File: config.mk
export PLATFORM = sky130hd
export DESIGN_NAME = ctrl_pipe
export DESIGN_NICKNAME = d
export VERILOG_FILES = /design/src/rtl/ctrl_pipe_pkg.sv /design/src/rtl/ctrl_pipe_hazard_fwd_unit.sv /design/src/rtl/ctrl_pipe.sv
export SDC_FILE = /design/constraint.sdc
export NUM_CORES = 1
export LEC_CHECK = 0
export ABC_AREA = 1
export CAP_MARGIN = 20
export CORE_ASPECT_RATIO = 1.25
export CORE_UTILIZATION = 40
export DETAILED_ROUTE_END_ITERATION = 12
export PLACE_DENSITY = 0.65
export SLEW_MARGIN = 20
export SYNTH_ARGS = -nofsm -noshare
export SYNTH_HDL_FRONTEND = slang
export SYNTH_SLANG_ARGS = --single-unit
File: constraint.sdc
create_clock -name clk -period 1.89 [get_ports clk]
set_input_delay 0.2835 -clock clk [delete_from_list [all_inputs] [get_ports clk]]
set_output_delay 0.2835 -clock clk [all_outputs]
set_load 0.02 [all_outputs]
File: src/rtl/ctrl_pipe_pkg.sv
// Shared types for the control pipeline: the decoder bundle, its bubble value and forwarding encodings.
package ctrl_pipe_pkg;

    typedef struct packed {
        logic       RegDst;
        logic       ALUSrc;
        logic       MemtoReg;
        logic       RegWrite;
        logic       MemRead;
        logic       MemWrite;
        logic       Branch;
        logic       Jump;
        logic [1:0] ALUOp;
    } ctrl_bundle_t;

    localparam ctrl_bundle_t CTRL_BUBBLE = '0;

    localparam logic [1:0] FWD_RF  = 2'b00;
    localparam logic [1:0] FWD_MEM = 2'b10;
    localparam logic [1:0] FWD_WB  = 2'b01;

endpackage

File: src/rtl/ctrl_pipe_hazard_fwd_unit.sv
// Stall, flush, branch/jump resolution and ALU forwarding selects.
// Latency: purely combinational. Backpressure: it produces the stall; it never receives one.
module hazard_fwd_unit
    import ctrl_pipe_pkg::*;
#(
    parameter int REG_W = 5
) (
    input  logic             id_Jump,
    input  logic [REG_W-1:0] id_rs,
    input  logic [REG_W-1:0] id_rt,
    input  logic             ex_MemRead,
    input  logic             ex_Branch,
    input  logic             ex_zero,
    input  logic [REG_W-1:0] ex_rs,
    input  logic [REG_W-1:0] ex_rt,
    input  logic             mem_RegWrite,
    input  logic [REG_W-1:0] mem_dst,
    input  logic             wb_RegWrite,
    input  logic [REG_W-1:0] wb_dst,
    output logic             stall,
    output logic             flush_if,
    output logic             branch_taken,
    output logic             jump_taken,
    output logic [1:0]       fwd_a,
    output logic [1:0]       fwd_b
);

    function automatic logic [1:0] fwd_sel(
        input logic [REG_W-1:0] src,
        input logic             m_wr,
        input logic [REG_W-1:0] m_dst,
        input logic             w_wr,
        input logic [REG_W-1:0] w_dst
    );
        if (m_wr && (m_dst != '0) && (m_dst == src)) return FWD_MEM;
        if (w_wr && (w_dst != '0) && (w_dst == src)) return FWD_WB;
        return FWD_RF;
    endfunction

    logic load_use;

    assign load_use = ex_MemRead && (ex_rt != '0) && ((ex_rt == id_rs) || (ex_rt == id_rt));

    // A taken branch squashes the ID instruction, so any hazard or jump it carries is moot.
    assign branch_taken = ex_Branch & ex_zero;
    assign stall        = load_use & ~branch_taken;
    assign jump_taken   = id_Jump & ~branch_taken & ~stall;
    assign flush_if     = branch_taken | jump_taken;

    assign fwd_a = fwd_sel(ex_rs, mem_RegWrite, mem_dst, wb_RegWrite, wb_dst);
    assign fwd_b = fwd_sel(ex_rt, mem_RegWrite, mem_dst, wb_RegWrite, wb_dst);

endmodule

File: src/rtl/ctrl_pipe.sv
// Carries decoder controls through ID/EX, EX/MEM and MEM/WB and hosts the hazard/forwarding unit.
// Latency: 1/2/3 edges ID->EX/MEM/WB. Backpressure: stall holds PC/IF/ID; ID/EX takes a bubble.
module ctrl_pipe
    import ctrl_pipe_pkg::*;
#(
    parameter int REG_W = 5
) (
    input  logic             clk,
    input  logic             rst_n,
    input  logic             id_RegDst,
    input  logic             id_ALUSrc,
    input  logic             id_MemtoReg,
    input  logic             id_RegWrite,
    input  logic             id_MemRead,
    input  logic             id_MemWrite,
    input  logic             id_Branch,
    input  logic             id_Jump,
    input  logic [1:0]       id_ALUOp,
    input  logic [REG_W-1:0] id_rs,
    input  logic [REG_W-1:0] id_rt,
    input  logic [REG_W-1:0] id_rd,
    input  logic             ex_zero,
    output logic             ex_ALUSrc,
    output logic [1:0]       ex_ALUOp,
    output logic             mem_MemRead,
    output logic             mem_MemWrite,
    output logic             wb_RegWrite,
    output logic             wb_MemtoReg,
    output logic [REG_W-1:0] wb_dst,
    output logic             stall,
    output logic             flush_if,
    output logic             branch_taken,
    output logic             jump_taken,
    output logic [1:0]       fwd_a,
    output logic [1:0]       fwd_b
);

    ctrl_bundle_t     id_ctrl;
    ctrl_bundle_t     ex_ctrl;
    logic [REG_W-1:0] ex_rs;
    logic [REG_W-1:0] ex_rt;
    logic [REG_W-1:0] ex_rd;
    logic             mem_RegWrite;
    logic             mem_MemtoReg;
    logic [REG_W-1:0] mem_dst;
    logic             ex_bubble;
    logic             unused_ex_jump;

    assign id_ctrl = '{RegDst:   id_RegDst,
                       ALUSrc:   id_ALUSrc,
                       MemtoReg: id_MemtoReg,
                       RegWrite: id_RegWrite,
                       MemRead:  id_MemRead,
                       MemWrite: id_MemWrite,
                       Branch:   id_Branch,
                       Jump:     id_Jump,
                       ALUOp:    id_ALUOp};

    assign ex_bubble      = stall | branch_taken;
    assign ex_ALUSrc      = ex_ctrl.ALUSrc;
    assign ex_ALUOp       = ex_ctrl.ALUOp;
    // The jump has already redirected the PC from ID; nothing downstream needs it.
    assign unused_ex_jump = ex_ctrl.Jump;

    always_ff @(posedge clk or negedge rst_n) begin
        if (!rst_n) begin
            ex_ctrl      <= CTRL_BUBBLE;
            ex_rs        <= '0;
            ex_rt        <= '0;
            ex_rd        <= '0;
            mem_MemRead  <= 1'b0;
            mem_MemWrite <= 1'b0;
            mem_RegWrite <= 1'b0;
            mem_MemtoReg <= 1'b0;
            mem_dst      <= '0;
            wb_RegWrite  <= 1'b0;
            wb_MemtoReg  <= 1'b0;
            wb_dst       <= '0;
        end else begin
            // A bubble clears the register fields too, so it looks exactly like a reset slot.
            if (ex_bubble) begin
                ex_ctrl <= CTRL_BUBBLE;
                ex_rs   <= '0;
                ex_rt   <= '0;
                ex_rd   <= '0;
            end else begin
                ex_ctrl <= id_ctrl;
                ex_rs   <= id_rs;
                ex_rt   <= id_rt;
                ex_rd   <= id_rd;
            end
            mem_MemRead  <= ex_ctrl.MemRead;
            mem_MemWrite <= ex_ctrl.MemWrite;
            mem_RegWrite <= ex_ctrl.RegWrite;
            mem_MemtoReg <= ex_ctrl.MemtoReg;
            mem_dst      <= ex_ctrl.RegDst ? ex_rd : ex_rt;
            wb_RegWrite  <= mem_RegWrite;
            wb_MemtoReg  <= mem_MemtoReg;
            wb_dst       <= mem_dst;
        end
    end

    hazard_fwd_unit #(
        .REG_W (REG_W)
    ) u_hazard_fwd (
        .id_Jump      (id_Jump),
        .id_rs        (id_rs),
        .id_rt        (id_rt),
        .ex_MemRead   (ex_ctrl.MemRead),
        .ex_Branch    (ex_ctrl.Branch),
        .ex_zero      (ex_zero),
        .ex_rs        (ex_rs),
        .ex_rt        (ex_rt),
        .mem_RegWrite (mem_RegWrite),
        .mem_dst      (mem_dst),
        .wb_RegWrite  (wb_RegWrite),
        .wb_dst       (wb_dst),
        .stall        (stall),
        .flush_if     (flush_if),
        .branch_taken (branch_taken),
        .jump_taken   (jump_taken),
        .fwd_a        (fwd_a),
        .fwd_b        (fwd_b)
    );

endmodule

==> results.sh, run 1 <==
export IMPL_die_w_um=61.9
export IMPL_ys_ff_latch=40
export IMPL_cpMostUsedCell="clkdlybuf4s50_1"
export IMPL_ctsLongestPathBuffers=2
export IMPL_synth_nets=223
export IMPL_slew_headroom_pct=67.6
export IMPL_dr_first_iter_drc_count=14
export IMPL_antenna_cells=0
export IMPL_ys_seq_area_share_pct=55.8
export IMPL_crit_type="in2out"
export IMPL_cts_root_buf="clkbuf_8"
export IMPL_period_share_pct=97.6
export IMPL_ys_async_sr_fraction_pct=100
export IMPL_ir_drop_mv=0.559
export IMPL_synthTopCellsByCount="40 x dfrtp_1, 32 x nand2_1, 31 x inv_1"
export IMPL_cp_end_kind="output pin"
export IMPL_critPathMaxFanout=4
export IMPL_multiInputGateArea_um2=647
export IMPL_power_density_nw_per_um2=881
export IMPL_drive_above_1_share_pct=24.3
export IMPL_seqCellArea_um2=1000
export IMPL_rsz0062_at_grt="true"
export IMPL_avgSynthCellArea_um2=9.20
export IMPL_hold_path_class="in2async"
export IMPL_initial_core_util_pct=42.8
export IMPL_syn_to_final_growth_pct=45.0
export IMPL_yosysWarnings=0
export IMPL_fmax_mhz=542
export IMPL_clk_latency_ns=0.29
export IMPL_first_pass_iters=4
export IMPL_worstPathArrival_ns=1.56
export IMPL_vias=1321
export IMPL_slew_viol_final=0
export IMPL_synth_most_common_cell="dfrtp_1"
export IMPL_status="finished clean"
export IMPL_numPortBuffers=47
export IMPL_crit_slowest_cell="clkdlybuf4s50_1"
export IMPL_core_area_um2=4200
export IMPL_cap_violations=0
export IMPL_viasPerCell=4.19
export IMPL_grt_use_total_pct=15.4
export IMPL_hold_buffers=0
export IMPL_gr_total_overflow=0
export IMPL_tightest_slew_ns=0.486
export IMPL_hold_viol_final=0
export IMPL_critPathLaunchType="primary input"
export IMPL_nets=287
export IMPL_cts_tree="done"
export IMPL_io_pins=48
export IMPL_setup_viol=0
export IMPL_yosys_area_top_type_share_pct=55.8
export IMPL_grt_antenna_before_repair=0
export IMPL_drt_wl_total_um=3190
export IMPL_worstPathRequired_ns=1.61
export IMPL_dieArea_um2=4760
export IMPL_synth_distinct_cells=20
export IMPL_postRouteAntennaNets=0
export IMPL_cts_num_sinks=40
export IMPL_cpPeakStageDelay_ns=0.60
export IMPL_synth_area_leaders="dfrtp_1 56%, xnor2_1 6.8%, nand2_1 6.7%, inv_1 6.5%, nor2_1 5.6%"
export IMPL_min_period_ns=1.84
export IMPL_place_congestion=0.761
export IMPL_fillers=361
export IMPL_clk_pin_slew_worst_paths_ns=0.07
export IMPL_hpwl_um=2390
export IMPL_cts_buffers=5
export IMPL_clock_skew_ns=0.00377
export IMPL_p_leak_nw=1.30
export IMPL_grt_pass1_vias=1222
export IMPL_synthCells=195
export IMPL_grt_first_pass_wirelength_um=5310
export IMPL_fin_tns_setup_ns=0
export IMPL_final_core_util_pct=62.0
export IMPL_total_power_w=0.00229
export IMPL_fp_dieH_um=76.9
export IMPL_path_cells="clkdlybuf4s50_1 -> nand2_1 -> inv_1 -> clkdlybuf4s50_1"
export IMPL_drcViolationCount=0
export IMPL_yosys_most_used_dff="dfrtp_1"
export IMPL_r2r_setup_slack_ns=0.38
export IMPL_synth_edf_count=0
export IMPL_wl_per_cell_um=10.1
export IMPL_core_rowCount=26
export IMPL_grt_max_degree=41
export IMPL_syn_area_um2=1790
export IMPL_cts_htree_levels=2
export IMPL_synth_largest_area_cell="dfrtp_1"
==> per-stage QoR <==
stage	std cells	worst slack, ns	area (um2)	hold slack (ns)
5_1_grt	315	-0.0786	2600	0.0875
4_1_cts	314	-0.00526	2520	0.0426
3_3_place_gp	307	-0.418	2420	0.332
2_1_floorplan	195	0.127	1790	-0.0121
6_report	315	0.0459	2600	0.0382
3_5_place_dp	307	-0.413	2420	0.336
==> path summary, 6_finish.rpt <==
path / start / endpoint / cells past startpoint
worst max-delay path: ex_zero / branch_taken / 4
worst min-delay path: rst_n / ex_ctrl[7] / 2
worst max register to register: ex_rt[0] / ex_ctrl[9] / 11
worst min register to register: ex_ctrl[6] / mem_RegWrite / 0
max in group asynchronous: rst_n / mem_dst[1] / 2
min in group clk: id_rt[0] / ex_rt[0] / 3
==> layer usage <==
metal,vias to the layer above,part of all wire (%),track usage (%)
li1,702,-,-
met1,587,41,18.0
met2,27,54,24.8
met3,5,3.0,4.55
met4,0,2.2,7.33
met5,-,0,0
==> final cells by class <==
type                       count  share of cell area, %
multi-input combinational    113                   24.9
timing repair buffer          65                   24.0
clock buffer                   5                   2.65
tap                           56                   2.69
sequential                    40                   38.6
clock inverter                 2                   2.31
inverter                      34                   4.91
==> power by group <==
| group | switching [W] | internal (W) | total, W |
|---|---|---|---|
| logic | 0.000225 | 0.000261 | 0.000486 |
| clock network | 0.000279 | 0.000519 | 0.000799 |
| registers | 0.0000693 | 0.000938 | 0.00101 |
==> cells by family (layout without fill, tap and decap cells) <==
logic type	after synthesis	after routing	synth area share [%]
and+or+nand+nor	83	83	20.5
buffers and inverters	42	106	10.7
DFF	40	40	55.8
xor gates and xnor gates	22	22	10.7
AOI/OAI and AO/OA	8	8	2.23
==> state kept, by name, summed over array words and instances, names as in the netlist <==
register / cells
ex_ALUOp: 2
ex_ALUSrc: 1
ex_ctrl: 6
ex_rd: 5
ex_rs: 5
ex_rt: 5
mem_MemRead: 1
mem_MemWrite: 1
mem_MemtoReg: 1
mem_RegWrite: 1
mem_dst: 5
wb_MemtoReg: 1
wb_RegWrite: 1
wb_dst: 5
==> cells in the final DEF, fill, tap and decap left out <==
cell type	synthesis	routed
xnor2_2	0	2
clkdlybuf4s50_1	0	38
nor3_1	4	2
buf_2	0	2
nor2_1	27	25
buf_12	1	2
inv_2	3	4
clkbuf_8	0	5
nor3_2	0	2
o21ai_0	7	5
buf_4	2	18
nand4_1	5	5
buf_6	1	3
bufinv_16	0	2
nand2_1	32	29
o21ai_1	1	2
dfrtp_1	40	37
nor2_2	10	12
o21ai_2	0	1
inv_1	31	30
xor2_1	8	8
clkdlybuf4s15_2	0	1
nand2_4	1	1
nand2_2	1	4
dfrtp_2	0	3
xnor2_1	14	12
nand3_2	0	1
nand3_1	3	2
dlymetal6s2s_1	0	1
==> critical path: cells and delay by family <==
| kind | cells | cell delay, ns |
|---|---|---|
| simple gates | 1 | 0.12 |
| buf+inv | 3 | 1.15 |
==> repair_timing <==
item / 4_1_cts / 5_1_grt
setup buffers: 0 / 1
resized for setup: 32 / 22
endpoints found under the setup margin: 7 / 7
pin swaps: 1 / 6
Power figures use the tool's default switching activity.
==> run 2, diff against run 1 <==
--- a/config.mk
+++ b/config.mk
@@ -10,7 +10,9 @@
 export CORE_ASPECT_RATIO = 1.25
 export CORE_UTILIZATION = 40
 export DETAILED_ROUTE_END_ITERATION = 12
+export HOLD_SLACK_MARGIN = 0.06
 export PLACE_DENSITY = 0.65
+export RECOVER_POWER = 50
 export SLEW_MARGIN = 20
 export SYNTH_ARGS = -nofsm -noshare
 export SYNTH_HDL_FRONTEND = slang
==> results.sh, run 2 (synthesis results as in run 1) <==
export IMPL_status="finished clean"
export IMPL_cts_htree_levels=2
export IMPL_cpPeakStageDelay_ns=0.60
export IMPL_grt_pass1_vias=1220
export IMPL_crit_buf_inv=3
export IMPL_period_share_pct=97.6
export IMPL_final_core_util_pct=62.1
export IMPL_viasPerCell=4.19
export IMPL_power_density_nw_per_um2=879
export IMPL_setup_viol=0
export IMPL_critPathLaunchType="primary input"
export IMPL_grt_max_degree=41
export IMPL_finalWorstSetupSlack_ns=0.0459
export IMPL_place_congestion=0.761
export IMPL_final_area_um2=2610
export IMPL_pwr_share_clk_pct=34.8
export IMPL_hpwl_um=2390
export IMPL_total_power_w=0.00229
export IMPL_grt_first_pass_wirelength_um=5330
export IMPL_dr_first_iter_drc_count=13
export IMPL_crit_type="in2out"
export IMPL_cts_root_buf="clkbuf_8"
export IMPL_worstPathArrival_ns=1.56
export IMPL_r2r_setup_slack_ns=0.38
export IMPL_tightest_slew_ns=0.956
export IMPL_clk_pin_slew_worst_paths_ns=0.07
export IMPL_die_w_um=61.9
export IMPL_io_pins=48
export IMPL_slew_viol_final=0
export IMPL_numPortBuffers=47
export IMPL_fillers=362
export IMPL_sw_frac_of_total_pct=25.0
export IMPL_drt_wl_total_um=3200
export IMPL_syn_to_final_growth_pct=45.3
export IMPL_p_int_w=0.00172
export IMPL_final_cell_mix="38 x dfrtp_1, 38 x clkdlybuf4s50_1, 30 x inv_1"
export IMPL_pwr_share_comb_pct=21.2
export IMPL_fmax_mhz=542
export IMPL_critPathMaxFanout=4
export IMPL_worstPathRequired_ns=1.61
export IMPL_fp_dieH_um=76.9
export IMPL_grt_use_total_pct=15.4
export IMPL_rsz0062_at_grt="true"
export IMPL_first_pass_iters=4
export IMPL_crit_family="buffers and inverters"
export IMPL_slew_headroom_pct=36.3
export IMPL_gr_total_overflow=0
export IMPL_p_switching_w=0.000573
export IMPL_power_frac_seq_pct=43.9
export IMPL_path_cells="clkdlybuf4s50_1 -> nand2_1 -> inv_1 -> clkdlybuf4s50_1"
export IMPL_hold_viol_final=0
export IMPL_nets=288
export IMPL_min_period_ns=1.84
export IMPL_cp_end_kind="output pin"
export IMPL_fin_tns_setup_ns=0
export IMPL_clk_latency_ns=0.29
export IMPL_largest_reg_flops=6
export IMPL_initial_core_util_pct=42.8
export IMPL_postRouteAntennaNets=0
export IMPL_drive_above_1_share_pct=23.8
export IMPL_p_leak_nw=1.31
export IMPL_pre_cts_ws_ns=-0.413
export IMPL_clock_skew_ns=0.00382
export IMPL_ctsLongestPathBuffers=2
export IMPL_vias=1325
export IMPL_dpl_cell_area_um2=2420
export IMPL_dieArea_um2=4760
export IMPL_cts_num_sinks=40
export IMPL_hold_path_class="in2reg"
export IMPL_cpMostUsedCell="clkdlybuf4s50_1"
export IMPL_grt_antenna_before_repair=0
export IMPL_core_area_um2=4200
export IMPL_crit_slowest_cell="clkdlybuf4s50_1"
export IMPL_antenna_cells=0
export IMPL_wl_per_cell_um=10.1
export IMPL_ir_drop_mv=0.559
export IMPL_core_rowCount=26
export IMPL_drcViolationCount=0
export IMPL_cts_buffers=5
export IMPL_cap_violations=0
export IMPL_cts_tree="done"
export IMPL_largest_register="ex_ctrl"
-- run 2: cell count changes in the layout (fill, tap and decap cells not counted) --
cell           change
buf_4              -1
clkbuf_2           +1
dfrtp_1            +1
dfrtp_2            -1
dlygate4sd3_1      +1
-- run 2: final timing paths --
path / startpoint / endpoint / cells after the start
setup / recovery: ex_zero / branch_taken / 4
hold / removal: id_rt[0] / ex_rt[0] / 3
setup reg to reg: ex_rt[0] / ex_ctrl[9] / 11
hold reg to reg: ex_ctrl[6] / mem_RegWrite / 0
max in group asynchronous: rst_n / ex_rt[3] / 3
min in group asynchronous: rst_n / ex_ctrl[7] / 3
-- run 2: tightest hold or removal path, stage by stage --
cell,delay (ns)
dlymetal6s2s_1,0.14
inv_1,0.05
nor2_1,0.04
-- run 2: power by group through the flow --
stage          combinational (W)  sequential (W)  clock [W]
2_1_floorplan           0.000234         0.00103          0
3_3_place_gp            0.000467         0.00102          0
3_5_place_dp            0.000470         0.00102          0
4_1_cts                 0.000469         0.00100   0.000820
5_1_grt                 0.000541         0.00102   0.000852
6_report                0.000487         0.00101   0.000799
-- run 2: final cells by class --
| type | instances | area, um2 | share of cell area (%) |
|---|---|---|---|
| clock buffer | 5 | 68.8 | 2.64 |
| clock inverter | 2 | 60.1 | 2.30 |
| sequential | 40 | 1000 | 38.5 |
| multi-input combinational | 113 | 647 | 24.8 |
| timing repair buffer | 66 | 631 | 24.2 |
| tap | 56 | 70.1 | 2.69 |
| inverter | 34 | 128 | 4.89 |
-- run 2: stage by stage --
stage,hold WS (ns),cells
after floorplan,-0.0121,195
after global placement,0.332,307
after detailed placement,0.336,307
after CTS,0.353,315
after global routing,0.284,316
final,0.251,316
-- run 2: metal layers --
layer  vias to the layer above  share of wire [%]  global-route usage (%)
li1                        704                  -                       -
met1                       589                 41                    18.1
met2                        27                 54                    24.8
met3                         5                3.0                    4.55
met4                         0                2.2                    7.33
met5                         -                  0                       0
-- run 2: repair_timing --
action	4_1_cts	5_1_grt
setup endpoints to repair	7	7
gates resized for setup	32	22
pin swaps	1	6
hold buffers	1	0
endpoints found under the hold margin	40	0
buffers inserted	0	1
==> run 3, diff against run 2 <==
--- a/config.mk
+++ b/config.mk
@@ -11,7 +11,7 @@
 export CORE_UTILIZATION = 40
 export DETAILED_ROUTE_END_ITERATION = 12
 export HOLD_SLACK_MARGIN = 0.06
-export PLACE_DENSITY = 0.65
+export PLACE_DENSITY = 0.76
 export RECOVER_POWER = 50
 export SLEW_MARGIN = 20
 export SYNTH_ARGS = -nofsm -noshare
==> results.sh, run 3 (synthesis results as in run 1) <==
export IMPL_status="finished, violations left"
export IMPL_violations="negative setup slack"
export IMPL_multiInputGateArea_um2=668
export IMPL_largest_register="ex_ctrl"
export IMPL_die_w_um=61.9
export IMPL_first_pass_iters=4
export IMPL_fmax_mhz=528
export IMPL_gr_usage_met3_pct=3.71
export IMPL_place_congestion=0.771
export IMPL_clk_latency_ns=0.29
export IMPL_fp_dieH_um=76.9
export IMPL_numPortBuffers=47
export IMPL_crit_slowest_cell="dfrtp_2"
export IMPL_clock_skew_ns=0.00335
export IMPL_postRouteAntennaNets=0
export IMPL_timing_hold_ws_ns=0.351
export IMPL_viasPerCell=4.35
export IMPL_hold_viol_final=0
export IMPL_gr_total_overflow=0
export IMPL_drive_above_1_share_pct=25.3
export IMPL_fillers=352
export IMPL_antenna_cells=0
export IMPL_drt_wl_total_um=3500
export IMPL_wl_per_cell_um=10.9
export IMPL_nets=292
export IMPL_rsz0062_at_grt="true"
export IMPL_use_met1_pct=17.6
export IMPL_hold_path_class="reg2reg"
export IMPL_cts_num_sinks=40
export IMPL_final_core_util_pct=62.5
export IMPL_grt_first_pass_wirelength_um=5730
export IMPL_grt_pass1_vias=1365
export IMPL_tightest_slew_ns=0.476
export IMPL_dr_first_iter_drc_count=46
export IMPL_cap_violations=0
export IMPL_cts_root_buf="clkbuf_8"
export IMPL_grt_busiest_layer="met2"
export IMPL_path_cells="buf_6 -> nand2_1 -> inv_1 -> nor2_1 -> nor2_1 -> nand3_1 -> nand2_2 -> nand2_4 -> nand3_4 -> inv_1 -> buf_6"
export IMPL_vias=1395
export IMPL_power_density_nw_per_um2=835
export IMPL_gr_usage_met2_pct=29.5
export IMPL_critPathLaunchType="flop"
export IMPL_final_cell_mix="38 x clkdlybuf4s50_1, 37 x dfrtp_1, 30 x nand2_1, 30 x inv_1, 26 x nor2_1"
export IMPL_crit_family="simple AND/OR/NAND/NOR gates"
export IMPL_syn_to_final_growth_pct=46.1
export IMPL_grt_use_total_pct=16.6
export IMPL_core_area_um2=4200
export IMPL_crit_buf_inv=4
export IMPL_grt_antenna_before_repair=0
export IMPL_ctsLongestPathBuffers=2
export IMPL_hpwl_um=2430
export IMPL_largest_reg_flops=6
export IMPL_finalWorstSetupSlack_ns=-0.00524
export IMPL_cp_end_kind="output pin"
export IMPL_cts_tree="done"
export IMPL_core_rowCount=26
export IMPL_min_period_ns=1.90
export IMPL_slew_viol_final=0
export IMPL_dieArea_um2=4760
export IMPL_worstPathArrival_ns=1.61
export IMPL_critPathMaxFanout=4
export IMPL_setup_viol=1
export IMPL_ir_drop_mv=0.522
export IMPL_cpPeakStageDelay_ns=0.45
export IMPL_grt_max_degree=41
export IMPL_crit_type="reg2out"
export IMPL_cts_buffers=5
export IMPL_cts_htree_levels=2
export IMPL_drcViolationCount=0
export IMPL_p_leak_nw=1.33
export IMPL_initial_core_util_pct=42.8
export IMPL_slew_headroom_pct=68.3
export IMPL_seqCellArea_um2=1000
export IMPL_period_share_pct=100
export IMPL_clk_pin_slew_worst_paths_ns=0.08
export IMPL_worstPathRequired_ns=1.61
export IMPL_layout_commonest_cell="clkdlybuf4s50_1"
export IMPL_io_pins=48
run 3: timing repair:
action                                 in CTS  in global routing
pin swaps                                   5                 11
setup endpoints to repair                   7                  7
setup buffers                               2                  4
endpoints found under the hold margin      40                  0
gates cloned                                0                  0
resized for setup                          35                 21
hold buffers                                1                  0
run 3: final timing paths:
| kind | depth (start not counted) | start | end | slack (ns) |
|---|---|---|---|---|
| min in group asynchronous | 3 | rst_n | ex_ctrl[4] | 0.58 |
| hold reg to reg | 0 | ex_ctrl[4] | mem_MemWrite | 0.35 |
| max in group asynchronous | 3 | rst_n | ex_rt[0] | 0.96 |
| hold / removal | 0 | ex_ctrl[4] | mem_MemWrite | 0.35 |
| setup / recovery | 11 | ex_rt[0] | jump_taken | -0.005 |
| setup reg to reg | 11 | ex_rt[0] | ex_rd[0] | 0.19 |
run 3: cell type report:
type | instances | area share [%]
clock buffer | 5 | 2.63
clock inverter | 3 | 1.62
inverter | 34 | 4.96
multi-input combinational | 113 | 25.5
sequential | 40 | 38.3
tap | 56 | 2.67
timing repair buffer | 70 | 24.3
run 3: routing by layer:
metal | routed length, um | vias up
met1 | 1390 | 639
li1 | - | 714
met4 | 52 | 0
met5 | 0 | -
met3 | 105 | 4
met2 | 1950 | 38
run 3: worst reg2reg max path, stage by stage, from the launching register on:
cell     delay (ns)
dfrtp_2        0.45
buf_6          0.13
nor2_2         0.07
nor2_1         0.05
nor2_1         0.11
nand3_1        0.09
nand2_2        0.10
nand2_4        0.07
buf_4          0.14
buf_4          0.14
nand2_8        0.16
nor2_1         0.08
run 3: power breakdown:
| part | internal, W | switching (W) | leakage, nW | total, W |
|---|---|---|---|---|
| registers | 0.000937 | 0.0000723 | 0.487 | 0.00101 |
| clock network | 0.000390 | 0.000289 | 0.0541 | 0.000679 |
| logic | 0.000264 | 0.000234 | 0.789 | 0.000499 |
| total | 0.00159 | 0.000596 | 1.33 | 0.00219 |
run 3: stage by stage:
stage                     cells  setup slack (ns)  TNS (ns)  power (W)  instance area, um2
after detailed placement    306            -0.428     -1.50    0.00148                2380
final                       321          -0.00524  -0.00524    0.00219                2620
after global routing        321            -0.108    -0.296    0.00231                2620
after floorplan             195             0.127         0    0.00127                1790
after global placement      306            -0.444     -1.49    0.00146                2380
after CTS                   317           -0.0583    -0.146    0.00217                2530
==> edit, RTL diff (config.mk and constraints of run 3) <==
Take the reset off `mem_dst` and load it in a clocked block of its own.
--- a/src/rtl/ctrl_pipe.sv
+++ b/src/rtl/ctrl_pipe.sv
@@ -72,7 +72,6 @@
             mem_MemWrite <= 1'b0;
             mem_RegWrite <= 1'b0;
             mem_MemtoReg <= 1'b0;
-            mem_dst      <= '0;
             wb_RegWrite  <= 1'b0;
             wb_MemtoReg  <= 1'b0;
             wb_dst       <= '0;
@@ -93,11 +92,14 @@
             mem_MemWrite <= ex_ctrl.MemWrite;
             mem_RegWrite <= ex_ctrl.RegWrite;
             mem_MemtoReg <= ex_ctrl.MemtoReg;
-            mem_dst      <= ex_ctrl.RegDst ? ex_rd : ex_rt;
             wb_RegWrite  <= mem_RegWrite;
             wb_MemtoReg  <= mem_MemtoReg;
             wb_dst       <= mem_dst;
         end
+    end
+
+    always_ff @(posedge clk) begin
+        mem_dst <= ex_ctrl.RegDst ? ex_rd : ex_rt;
     end
 
     hazard_fwd_unit #(
Function: no difference found for any inputs over 10 cycles, from zero or initial values and one cycle with rst_n low; that may be too few to reach the edited logic, so the function may still have changed.
==> edit against run 3 <==
Sequential cell count did not move. Final area fell by 2.3%. Largest cell class unchanged. Power rose by 2.2%. Combinational power fell by 3%. Maximum frequency rose by 3.2%. Core utilization fell by 0.95 points. Setup slack improved by 0.058 ns. Largest power group unchanged. Synthesized cell count did not move. Area after synthesis fell by 1.4%. Critical path type is now in2out. Routed wire length fell by 4.5%.
==> edit: results (changes against run 3) <==
sw frac 0.256 (-0.0162); GRT met2 Usage 0.292 (-0.00215); Hold Path Depth 3 (+3); top sig layer met4; Detail Route met3 WL 119 um (+13%); worst hold path class in2reg; CP max FO 3 (-1); Peak VDD IR 491 uV (-6.0%); post-CTS setup buffers 0 (-2); first-pass GRT wire length 5.42 mm (-5.3%); share of layout cells above drive strength 1 0.222 (-0.0306); CTS Buffer Depth 2 (unchanged); Synth Flop Type dfrtp_1; Seq/Total Area, Yosys 0.552 (-0.00625); Distinct cells, synth 21 (+5.0%); vias in the first global route 1,322 (-3.2%); Largest register FFs 6 (unchanged); Yosys warnings 0 (unchanged); WL met1 1.29 mm (-7.6%); worst slew pin tran 0.865 ns (+0.389 ns); run status complete, no violations; fin cells 317 (-1.2%); worst clock skew 0.00339 ns (+0.0000402 ns); post-placement cell count 307 (+0.33%); LEAKAGE 1.29 nW (-3.0%); CTS resizes 30 (-14%); largest net degree at the start of global routing 36 (-12%); initial antenna violation count 0 (unchanged); Top Family by Delay on Critical Path buffers and inverters; Nets 288 (-1.4%); post-detail-place hpwl 2.48 mm (+2.2%); slowest CP cell clkdlybuf4s50_1; synth top area cells dfrtp_1, xnor2_1, nand2_1; met2 wire len 1.85 mm (-4.9%); arrival time worst endpoint 1.55 ns (-0.06 ns); ant diodes 0 (unchanged); Clock Latency Late Sink 0.29 ns (about the same); met1 Usage GRT 0.157 (-0.0189); routing usage on met3 0.0475 (+0.0104); gr usage total 0.161 (-0.00521); WHS 0.286 ns (-0.0658 ns); Detailed Route Iter0 Violations 20 (-57%); routed wire length per instance 10.5 um (-3.3%); Num CTS Buffers 5 (unchanged); clock root buffer master clkbuf_8; GP Congestion 0.839 (+8.8%); vias per std cell 4.26 (-1.9%); Max stage delay on crit path 0.48 ns (+0.03 ns); Post-synth ARST share 0.875 (-0.125); setup slack, reg-to-reg 0.38 ns (+0.19 ns); most common library cells after synthesis dfrtp_1, nand2_1, inv_1, nor2_1, xnor2_1; clk slew on worst S/H paths 0.07 ns
-- edit: cell count changes after synthesis --
cell	run 3	this run
dfxtp_1	0	5
dfrtp_1	40	35
-- edit: final cells by class --
cell class              count  area (um2)
clock buffers               7        96.3
inverters                  34         128
multi-input cells         113         631
flip-flops and latches     40         980
clock inverters             1        30.0
well taps                  56        70.1
repair buffers             66         627
fillers                   388        1600
-- edit: path summary, 6_finish.rpt --
| kind | endpoint | from |
|---|---|---|
| min reg2reg | mem_RegWrite | ex_ctrl[6] |
| max in group asynchronous | ex_rt[3] | rst_n |
| min in group asynchronous | ex_rs[1] | rst_n |
| max | flush_if | id_rt[1] |
| min | ex_rt[2] | id_rt[2] |
| max reg2reg | ex_ctrl[7] | ex_rt[2] |
-- edit: per-stage QoR --
stage          power, mW  TNS (ns)  area (um2)  setup slack, ns
2_1_floorplan       1.27         0        1770            0.127
3_3_place_gp        1.48     -1.37        2400           -0.415
3_5_place_dp        1.49     -1.45        2400           -0.426
4_1_cts             2.23   -0.0107        2500          -0.0107
5_1_grt             2.35    -0.235        2560          -0.0659
6_report            2.24         0        2560           0.0527
-- edit: cell families (layout without fill, tap and decap cells) --
group	count (synthesis)	count (layout)	synth area share
compound gates	8	8	0.0226
xor+xnor	22	22	0.109
buf+inv	42	108	0.109
flops	40	40	0.552
simple gates	83	83	0.208
-- edit: power by group through the flow --
stage               clock [mW]  sequential, mW  combinational, mW
floorplan                    0            1.03              0.233
global placement             0            1.02              0.461
detailed placement           0            1.02              0.467
CTS                      0.761            1.01              0.463
global route             0.805            1.02              0.529
finish                   0.744            1.01              0.482
-- edit: worst register-to-register path: cells and delay by family, from the launching register on --
family	cells	cell delay, ns
buf+inv	3	0.43
simple gates	8	0.57
flops	1	0.40
